### config.mk
export PLATFORM = sky130hd
export DESIGN_NAME = stopwatch_lap
export DESIGN_NICKNAME = d
export VERILOG_FILES = /design/src/rtl/stopwatch_lap.sv
export SDC_FILE = /design/constraint.sdc
export NUM_CORES = 1
export LEC_CHECK = 0
export BUFFER_PORTS_ARGS = -buffer_cell sky130_fd_sc_hd__buf_4
export CAP_MARGIN = 25
export CORE_MARGIN = 2
export CORE_UTILIZATION = 58
export CTS_BUF_LIST = sky130_fd_sc_hd__clkbuf_2
export DETAILED_ROUTE_END_ITERATION = 10
export PLACE_DENSITY = 0.79
export SETUP_SLACK_MARGIN = 0.05
export SYNTH_ARGS = -nofsm -noshare
export SYNTH_HDL_FRONTEND = slang
export SYNTH_SLANG_ARGS = --single-unit
### constraint.sdc
create_clock -name clk -period 2.4 [get_ports clk]
set_clock_uncertainty 0.15 [all_clocks]
set_input_delay 0.48 -clock clk [delete_from_list [all_inputs] [get_ports clk]]
set_output_delay 0.48 -clock clk [all_outputs]
set_load 0.1 [all_outputs]
### src/rtl/stopwatch_lap.sv
// BCD stopwatch with split/lap hold, lap-clear, sticky overflow and a multiplexed active-low 7-segment driver.
// Optional leading-zero blanking: define STOPWATCH_LEADING_ZERO_BLANK_EN.
module stopwatch_lap #(
  parameter int CLK_HZ     = 100000000,
  parameter int TICK_HZ    = 100,
  parameter int NUM_DIGITS = 4,
  parameter int SCAN_DIV   = 100000,
  parameter int DP_POS     = 2
) (
  input  logic                  clk,
  input  logic                  reset,
  input  logic                  start_stop,
  input  logic                  lap,
  output logic [7:0]            Seg,
  output logic                  decimal,
  output logic [NUM_DIGITS-1:0] an,
  output logic                  running,
  output logic                  overflow
);

  localparam int PRESC_MAX = CLK_HZ / TICK_HZ - 1;
  localparam int PW = (PRESC_MAX > 0) ? $clog2(PRESC_MAX + 1) : 1;
  localparam int SW = (SCAN_DIV > 1) ? $clog2(SCAN_DIV) : 1;
  localparam int IW = $clog2(NUM_DIGITS);
  localparam int CW = NUM_DIGITS * 4;
  localparam logic [PW-1:0] PRESC_TOP = PW'(PRESC_MAX);
  localparam logic [SW-1:0] SCAN_TOP  = SW'(SCAN_DIV - 1);
  localparam logic [IW-1:0] IDX_TOP   = IW'(NUM_DIGITS - 1);
  localparam logic [IW-1:0] DP_IDX    = IW'(DP_POS);

  typedef enum logic [1:0] {
    ST_IDLE = 2'd0,
    ST_RUN  = 2'd1,
    ST_STOP = 2'd2,
    ST_LAP  = 2'd3
  } state_t;

  state_t                state_r;
  logic [1:0]            ss_sync_r, lap_sync_r;
  logic                  ss_prev_r, lap_prev_r;
  logic                  ss_edge_s, lap_edge_s, tick_s, carry_s, wrap_s;
  logic [PW-1:0]         presc_r;
  logic [CW-1:0]         count_r, lap_r, count_inc_s, disp_s;
  logic                  running_r, overflow_r;
  logic [SW-1:0]         scan_r;
  logic [IW-1:0]         idx_r;
  logic [NUM_DIGITS-1:0] an_r, blank_s;
  logic [6:0]            seg_r, seg_s;
  logic                  dp_r;
  logic [3:0]            digit_s;

  function automatic logic [6:0] seg_decode(input logic [3:0] d);
    case (d)
      4'd0:    seg_decode = 7'b1000000;
      4'd1:    seg_decode = 7'b1111001;
      4'd2:    seg_decode = 7'b0100100;
      4'd3:    seg_decode = 7'b0110000;
      4'd4:    seg_decode = 7'b0011001;
      4'd5:    seg_decode = 7'b0010010;
      4'd6:    seg_decode = 7'b0000010;
      4'd7:    seg_decode = 7'b1111000;
      4'd8:    seg_decode = 7'b0000000;
      4'd9:    seg_decode = 7'b0010000;
      default: seg_decode = 7'b1111111;
    endcase
  endfunction

  // Two-flop synchronisers plus previous-value flops for rising-edge detection
  always_ff @(posedge clk) begin
    if (reset) begin
      ss_sync_r  <= 2'b00;
      lap_sync_r <= 2'b00;
      ss_prev_r  <= 1'b0;
      lap_prev_r <= 1'b0;
    end else begin
      ss_sync_r  <= {ss_sync_r[0], start_stop};
      lap_sync_r <= {lap_sync_r[0], lap};
      ss_prev_r  <= ss_sync_r[1];
      lap_prev_r <= lap_sync_r[1];
    end
  end

  // Press pulses and count tick; start_stop suppresses a coincident lap press
  always_comb begin
    ss_edge_s  = ss_sync_r[1] & ~ss_prev_r;
    lap_edge_s = lap_sync_r[1] & ~lap_prev_r & ~ss_edge_s;
    tick_s     = 1'b0;
    if (((state_r == ST_RUN) || (state_r == ST_LAP)) && (presc_r == PRESC_TOP)) begin
      tick_s = 1'b1;
    end else begin
      tick_s = 1'b0;
    end
  end

  // Cascaded BCD increment; carry out of the top digit is the wrap
  always_comb begin
    carry_s     = tick_s;
    count_inc_s = count_r;
    for (int i = 0; i < NUM_DIGITS; i++) begin
      if (carry_s) begin
        if (count_r[i*4 +: 4] == 4'd9) begin
          count_inc_s[i*4 +: 4] = 4'd0;
        end else begin
          count_inc_s[i*4 +: 4] = count_r[i*4 +: 4] + 4'd1;
          carry_s = 1'b0;
        end
      end else begin
        count_inc_s[i*4 +: 4] = count_r[i*4 +: 4];
      end
    end
    wrap_s = carry_s;
  end

  // Control FSM with prescaler, live count, lap register and status flags
  always_ff @(posedge clk) begin
    if (reset) begin
      state_r    <= ST_IDLE;
      presc_r    <= '0;
      count_r    <= '0;
      lap_r      <= '0;
      running_r  <= 1'b0;
      overflow_r <= 1'b0;
    end else begin
      case (state_r)
        ST_RUN, ST_LAP: presc_r <= (presc_r == PRESC_TOP) ? '0 : presc_r + PW'(1);
        ST_STOP:        presc_r <= lap_edge_s ? '0 : presc_r;
        default:        presc_r <= '0;
      endcase
      if (tick_s) begin
        count_r <= count_inc_s;
        if (wrap_s) overflow_r <= 1'b1;
      end
      case (state_r)
        ST_IDLE: begin
          if (ss_edge_s) begin
            state_r   <= ST_RUN;
            running_r <= 1'b1;
          end
        end
        ST_RUN: begin
          if (ss_edge_s) begin
            state_r   <= ST_STOP;
            running_r <= 1'b0;
          end else if (lap_edge_s) begin
            state_r <= ST_LAP;
            lap_r   <= count_r;
          end
        end
        ST_LAP: begin
          if (ss_edge_s) begin
            state_r   <= ST_STOP;
            running_r <= 1'b0;
            lap_r     <= '0;
          end else if (lap_edge_s) begin
            state_r <= ST_RUN;
          end
        end
        ST_STOP: begin
          if (ss_edge_s) begin
            state_r   <= ST_RUN;
            running_r <= 1'b1;
          end else if (lap_edge_s) begin
            state_r    <= ST_IDLE;
            count_r    <= '0;
            lap_r      <= '0;
            overflow_r <= 1'b0;
          end
        end
        default: begin
          state_r   <= ST_IDLE;
          running_r <= 1'b0;
        end
      endcase
    end
  end

  // Display source selection, leading-zero blanking and segment lookup
  always_comb begin
    if (state_r == ST_LAP) begin
      disp_s = lap_r;
    end else begin
      disp_s = count_r;
    end
    blank_s = '0;
`ifdef STOPWATCH_LEADING_ZERO_BLANK_EN
    begin
      logic lead_s;
      lead_s = 1'b1;
      for (int i = NUM_DIGITS - 1; i >= 0; i--) begin
        lead_s     = lead_s & (disp_s[i*4 +: 4] == 4'd0);
        blank_s[i] = lead_s & (i > DP_POS);
      end
    end
`endif
    digit_s = disp_s[{idx_r, 2'b00} +: 4];
    if (blank_s[idx_r]) begin
      seg_s = 7'b1111111;
    end else begin
      seg_s = seg_decode(digit_s);
    end
  end

  // Digit scan and registered segment/anode/decimal-point outputs
  always_ff @(posedge clk) begin
    if (reset) begin
      scan_r <= '0;
      idx_r  <= '0;
      an_r   <= {{(NUM_DIGITS-1){1'b1}}, 1'b0};
      seg_r  <= 7'b1000000;
      dp_r   <= (DP_POS == 0) ? 1'b0 : 1'b1;
    end else begin
      if (scan_r == SCAN_TOP) begin
        scan_r <= '0;
        idx_r  <= (idx_r == IDX_TOP) ? '0 : idx_r + IW'(1);
      end else begin
        scan_r <= scan_r + SW'(1);
      end
      an_r  <= ~(NUM_DIGITS'(1) << idx_r);
      seg_r <= seg_s;
      dp_r  <= (idx_r == DP_IDX) ? 1'b0 : 1'b1;
    end
  end

  assign Seg      = {dp_r, seg_r};
  assign decimal  = dp_r;
  assign an       = an_r;
  assign running  = running_r;
  assign overflow = overflow_r;

endmodule
# After elaboration in Yosys (flattened, before gate mapping)
# Memories as Yosys holds them, arrays and structs flattened.
# Cells that the tools add are included.
[word_totals] in_bits=4 mem_bits_rw=0 rom_bits=112 word_cells=118 latch_bits=0 mem_count=1 ff_bits=93 output_inout_bits=15
[memory_table] memory="(name not given)" words=16 word_bits=7 rd=1 rd_clocked_by_memory_dff=0 wr=0 line="53" text="case (d)"
[classes] n_mul=0 mux=51 magnitude_cmp=1 eq_ne=22 div=0 shifts=2 bitwise=7 n_reduce_logical=11 addsub=7
[op_table] operator="two-way mux 16 bit" n=10
[op_table] operator="case mux 16 bit (3 select lines)" n=1
[op_table] operator="two-way mux 20 bit" n=2
[op_table] operator="case mux 20 bit (2 select lines)" n=1
[op_table] operator="two-way mux 4 bit" n=7
[op_table] operator="adder 20 x 1 -> 20 bit (second input constant)" n=1
[op_table] operator="== test 20 bit (second input constant)" n=1
[op_table] operator="two-way mux 1 bit" n=18
[op_table] operator="adder 17 x 1 -> 17 bit (second input constant)" n=1
[op_table] operator="== test 17 bit (second input constant)" n=1
[op_table] operator="adder 4 x 1 -> 4 bit (second input constant)" n=4
[op_table] operator="== test 4 bit (second input constant)" n=4
[op_table] operator="two-way mux 2 bit" n=8
[op_table] operator="variable part select 16 x 5 -> 4 bit" n=1
[op_table] operator="!= test 2 bit (second input constant)" n=6
[op_table] operator="!= test 3 bit (second input constant)" n=3
[op_table] operator="== test 2 bit (second input constant)" n=4
[op_table] operator="case mux 2 bit (4 select lines)" n=1
[op_table] operator="OR reduction 2 bit" n=4
[op_table] operator="two-way mux 6 bit" n=1
[op_table] operator="AND reduction 6 bit" n=1
[op_table] operator="!= test 2 x 1 -> 1 bit (second input constant)" n=2
[op_table] operator="NOT 4 bit" n=1
[op_table] operator="AND reduction 4 bit" n=1
[op_table] operator="other kinds (13)" n=17

# Depth between registers and ports, before layout
[depth] depth_word=13 depth_mapped=8

# Worst setup path before layout
# Ideal clock, no wire load.
[synth_timing] path_type="flip-flop to flip-flop" start="reg idx_r[1]" end="reg seg_r[6]" path_stages_with_launch=8 period_less_slack_ns=2.253 required_time_ns=2.113 arrival_ns=1.966 n_path_buf=1 setup_slack_ns=0.147 path_cell_list="dfxtp_1 -> buf_4 -> mux4_2 -> mux2i_1 -> inv_1 -> ha_1 -> mux2i_1 -> a31oi_1"
[synth_via] elab_chain_cells=3 word_cells_on_any_way=5 cone_classes="shift (1); mux (2); reduce/logical (1); memory (1)"
[synth_lines] item="from (decl)" line="46" text="logic [IW-1:0] idx_r;"
[synth_lines] item="from (signal assigned)" line="214" text="idx_r <= (idx_r == IDX_TOP) ? '0 : idx_r + IW'(1);"
[synth_lines] item="branches (longest 3 deep; another with memory read (16 x 7 bit))"
[synth_lines] item="to (signal assigned)" line="219" text="seg_r <= seg_s;"
[synth_lines] item="to (decl)" line="48" text="logic [6:0] seg_r, seg_s;"
# Parallel ways; which one is timed is not known. The select of a mux whose other input is x is not followed.
# A chain may end at the register's enable or synchronous reset.

# Worst setup path after layout
[layout_timing] start="reg state_r[1]" end="reg seg_r[5]"
[layout_via] elab_chain_cells=5
[layout_lines] item="from (decl)" line="38" text="state_t state_r;"
[layout_lines] item="from (signal assigned)" line="117" text="state_r <= ST_IDLE;"
[layout_lines] item="from (signal assigned)" line="136" text="state_r <= ST_RUN;"
[layout_lines] item="from (signal assigned)" line="142" text="state_r <= ST_STOP;"
[layout_lines] item="== test 2 bit" line="179" text="if (state_r == ST_LAP) begin"
[layout_lines] item="two-way mux 16 bit" line="179"
[layout_lines] item="variable part select 16 x 5 -> 4 bit" line="195" text="digit_s = disp_s[{idx_r, 2'b00} +: 4];"
[layout_lines] item="memory read (16 x 7 bit)"
[layout_lines] item="two-way mux 6 bit" line="196" text="if (blank_s[idx_r]) begin"
# Every way passes these cells.

==> qor.csv <==
metric,value,unit
crit-reg2reg-capture,seg_r[5]$_SDFF_PP0_,
reg2reg_setup_slack,210,ps
cts_sinks,92,
ff2ff_path_depth,7,
antenna-diode-count,0,
post_synth_inst_count,503,
worstPathCellList,"nand2_1, mux4_2, mux2i_2, inv_1, ha_1, mux2i_1, a21oi_1",
port-buffer-count,18,
startpoint_of_the_most_critical_register_to_register_path,state_r[1]$_SDFFE_PP0P_,
die_x,92.5,µm
cts.path.max_buffers,2,
relSlewSlack,58.4,%
firstDrtPassIters,4,
post_route_clock_period_utilization,91.3,%
syn-num-nets,518,
synth_top_cell_by_area,sky130_fd_sc_hd__dfxtp_1,
clk_pin_slew_worst_paths,300,ps
first_global_vias,3414,
cap_violations,0,
cts_tree,done,
route.vias.total,3665,
mostFrequentLayoutCell,sky130_fd_sc_hd__dfxtp_1,
yosys_warnings,0,
die_y,92.5,µm
route.detailed.wl_per_inst,14.4,µm
finalCriticalPeriod,2190,ps
final_net_count,536,
synthDominantCellAreaShare,40.6,%
min_delay_worst_endpoint,an[1]$_SDFF_PP1_,
syn-cell-area,4540,µm²
worst-endpoint-required,2750,ps
tightest_slew,623,ps
synth_flop_cell,sky130_fd_sc_hd__dfxtp_1,
track_usage,22.5,%
maximum_number_of_pins_on_one_net_before_global_route_repair,56,
mostFrequentLayoutCells,"sky130_fd_sc_hd__dfxtp_1, sky130_fd_sc_hd__nor2_1, sky130_fd_sc_hd__nand2_1",
maximum_level_of_the_cts_h_tree,3,
totalNegativeSetupSlack,0,ps
number_of_flops_mapped_to_enable_cells_by_yosys,0,
pwr-share-clk,32.4,%
worst_hold_slack,91.7,ps
antenna_violations_before_repair,0,
floorplan.core_area,7650,µm²
route.detailed.vias_per_inst,5.84,
boundaryPins,19,
setup.worst_path.start_class,register,
seqPwrFrac,63.2,%
cellInternalPower,1.83,mW
floorplan.rows,32,
critical_path.n_buffers_inverters,1,
asyncSetResetFlopFracSynth,0,%
die_area,8550,µm²
avgSynthCellArea,9.03,µm²
yosysUniqueCellTypes,57,
crit_path_max_incr_delay,470,ps
critical_path.max_fanout,8,
remaining_global_route_overflow,0,
min_path_type,input pin to register,
ant_nets,0,
unrepaired_setup_endpoints_after_global_routing,no,
total_power,2.45,mW
drt_first_iter_violations,238,
power_switching_share,25.4,%
static_leakage,1.72,nW
total_switching_power,0.623,mW
drv_slew,0,
synth_area_leaders,"sky130_fd_sc_hd__dfxtp_1, sky130_fd_sc_hd__a21oi_1, sky130_fd_sc_hd__mux4_2, sky130_fd_sc_hd__nor2_1, sky130_fd_sc_hd__nand3_1",
grt_pass1_wl,15.7,mm
maxClockFrequency,456,MHz
layout_cells_sized_above_1,14.3,%
top_delay_family_on_crit_path,multiplexers,
areaGrowthSynthToFinish,8.65,%
numCtsBuffers,9,
critical-path-slowest-cell,sky130_fd_sc_hd__dfxtp_1,
critPathArrivalTime,2550,ps
final-hold-violation-count,0,
post-dp-hpwl,6.23,mm
finalWeightedCongestion,0.859,
synth-seq-area-share,40.6,%
yosys_register_bits,92,
outcome,finished clean,
clockRootBuffer,sky130_fd_sc_hd__clkbuf_2,
power-per-cell-area,498,nW/µm²
startpoint,state_r[1]$_SDFFE_PP0P_,
floorplan.initialDensity,59.4,%
wirelength,9.06,mm
power.share.combinational,4.3,%
drt_drc_violations_left,0,
worst_ir_drop_vdd,0.228,mV
finalSetupViolCount,0,
holdPathStages,3,
critPathKind,register to register,
end_kind,register,
post-cts-setup-buffers,0,
clk-insertion-delay-late,540,ps
worst_hold_startpoint,reset,
==> how the worst max path moves through the flow <==
stage / endpoint / depth (start not counted)
4_1_cts: count_r[3]$_SDFF_PP0_ / 5
6_report: seg_r[5]$_SDFF_PP0_ / 7
2_1_floorplan: seg_r[6]$_SDFF_PP1_ / 7
3_5_place_dp: seg_r[5]$_SDFF_PP0_ / 6
3_3_place_gp: seg_r[3]$_SDFF_PP0_ / 6
5_1_grt: seg_r[5]$_SDFF_PP0_ / 7
==> power groups by stage <==
stage	Clock [mW]	Sequential (mW)	Combinational [mW]
2_1_floorplan	0	1.58	0.0719
3_3_place_gp	0	1.58	0.100
3_5_place_dp	0	1.58	0.103
4_1_cts	0.812	1.55	0.106
5_1_grt	0.863	1.56	0.119
6_report	0.796	1.55	0.106
==> flip-flops by register name, indices dropped and copies added, names as in the netlist, 2 cells and up <==
| name | cells |
|---|---|
| seg_r | 7 |
| lap_r | 16 |
| count_r | 16 |
| idx_r | 2 |
| ss_sync_r | 2 |
| lap_sync_r | 2 |
| presc_r | 20 |
| an | 3 |
| state_r | 2 |
| scan_r | 17 |
==> per-stage QoR <==
stage	instances	util (%)	area [µm²]	worst slack, ps
2_1_floorplan	503	-	4540	147
5_1_grt	628	64.5	4930	55.4
4_1_cts	628	64.4	4920	63.8
6_report	628	64.5	4930	208
3_5_place_dp	610	62.5	4780	-21.4
3_3_place_gp	610	62.5	4780	93.2
==> worst reg2reg max path: cells and delay by family (launching register included) <==
kind | cells | cell delay [ps]
AO/OA/AOI/OAI | 1 | 90
AND/OR/NAND/NOR | 1 | 270
buffers and inverters | 1 | 110
adder cells (fa/ha/maj) | 1 | 210
multiplexers | 3 | 870
flip-flops | 1 | 470
==> cell usage after synthesis, types with 7 or more instances <==
cell,instances
sky130_fd_sc_hd__a31oi_1,8
sky130_fd_sc_hd__o21ai_0,9
sky130_fd_sc_hd__nand2b_1,7
sky130_fd_sc_hd__and2_1,9
sky130_fd_sc_hd__mux2i_1,13
sky130_fd_sc_hd__buf_2,8
sky130_fd_sc_hd__nand4b_1,14
sky130_fd_sc_hd__nand4_1,8
sky130_fd_sc_hd__nand3_1,35
sky130_fd_sc_hd__a21oi_1,39
sky130_fd_sc_hd__a311oi_1,12
sky130_fd_sc_hd__inv_1,12
sky130_fd_sc_hd__ha_1,11
sky130_fd_sc_hd__mux4_2,8
sky130_fd_sc_hd__nor2b_1,18
sky130_fd_sc_hd__nand2_1,42
sky130_fd_sc_hd__xnor2_1,14
sky130_fd_sc_hd__clkbuf_1,13
sky130_fd_sc_hd__nor2_1,48
sky130_fd_sc_hd__xor2_1,11
sky130_fd_sc_hd__dfxtp_1,92
==> layout make-up <==
type / count / area (µm²)
inverter: 13 / 48.8
tap: 102 / 128
clock buffer: 10 / 50.0
sequential: 92 / 1840
clock inverter: 6 / 71.3
timing repair buffer: 35 / 268
fill: 649 / 2710
multi-input combinational: 370 / 2520
==> cells by family after synthesis <==
logic type | share of synthesized area, %
AO/OA/AOI/OAI | 12.6
XOR/XNOR | 4.82
adder cells (fa/ha/maj) | 3.03
buffers and inverters | 4.05
flip-flops | 40.6
multiplexers | 7.08
AND/OR/NAND/NOR | 27.8
==> per-layer routing <==
layer | share of wire (%) | GRT usage, % | vias up
met2 | 48 | 36.3 | 87
met1 | 46 | 30.3 | 1720
li1 | - | - | 1852
met3 | 4.9 | 3.17 | 6
met4 | 0.74 | 9.70 | 0
met5 | 0 | 0 | -
==> what timing repair did <==
item | in CTS | in global routing
hold buffers | 2 | 0
gates cloned | 0 | 0
setup endpoints to repair | 4 | 27
endpoints found under the hold margin | 2 | 0
resized for setup | 1 | 3
pin swaps | 0 | 1
Power figures use the tool's default switching activity.
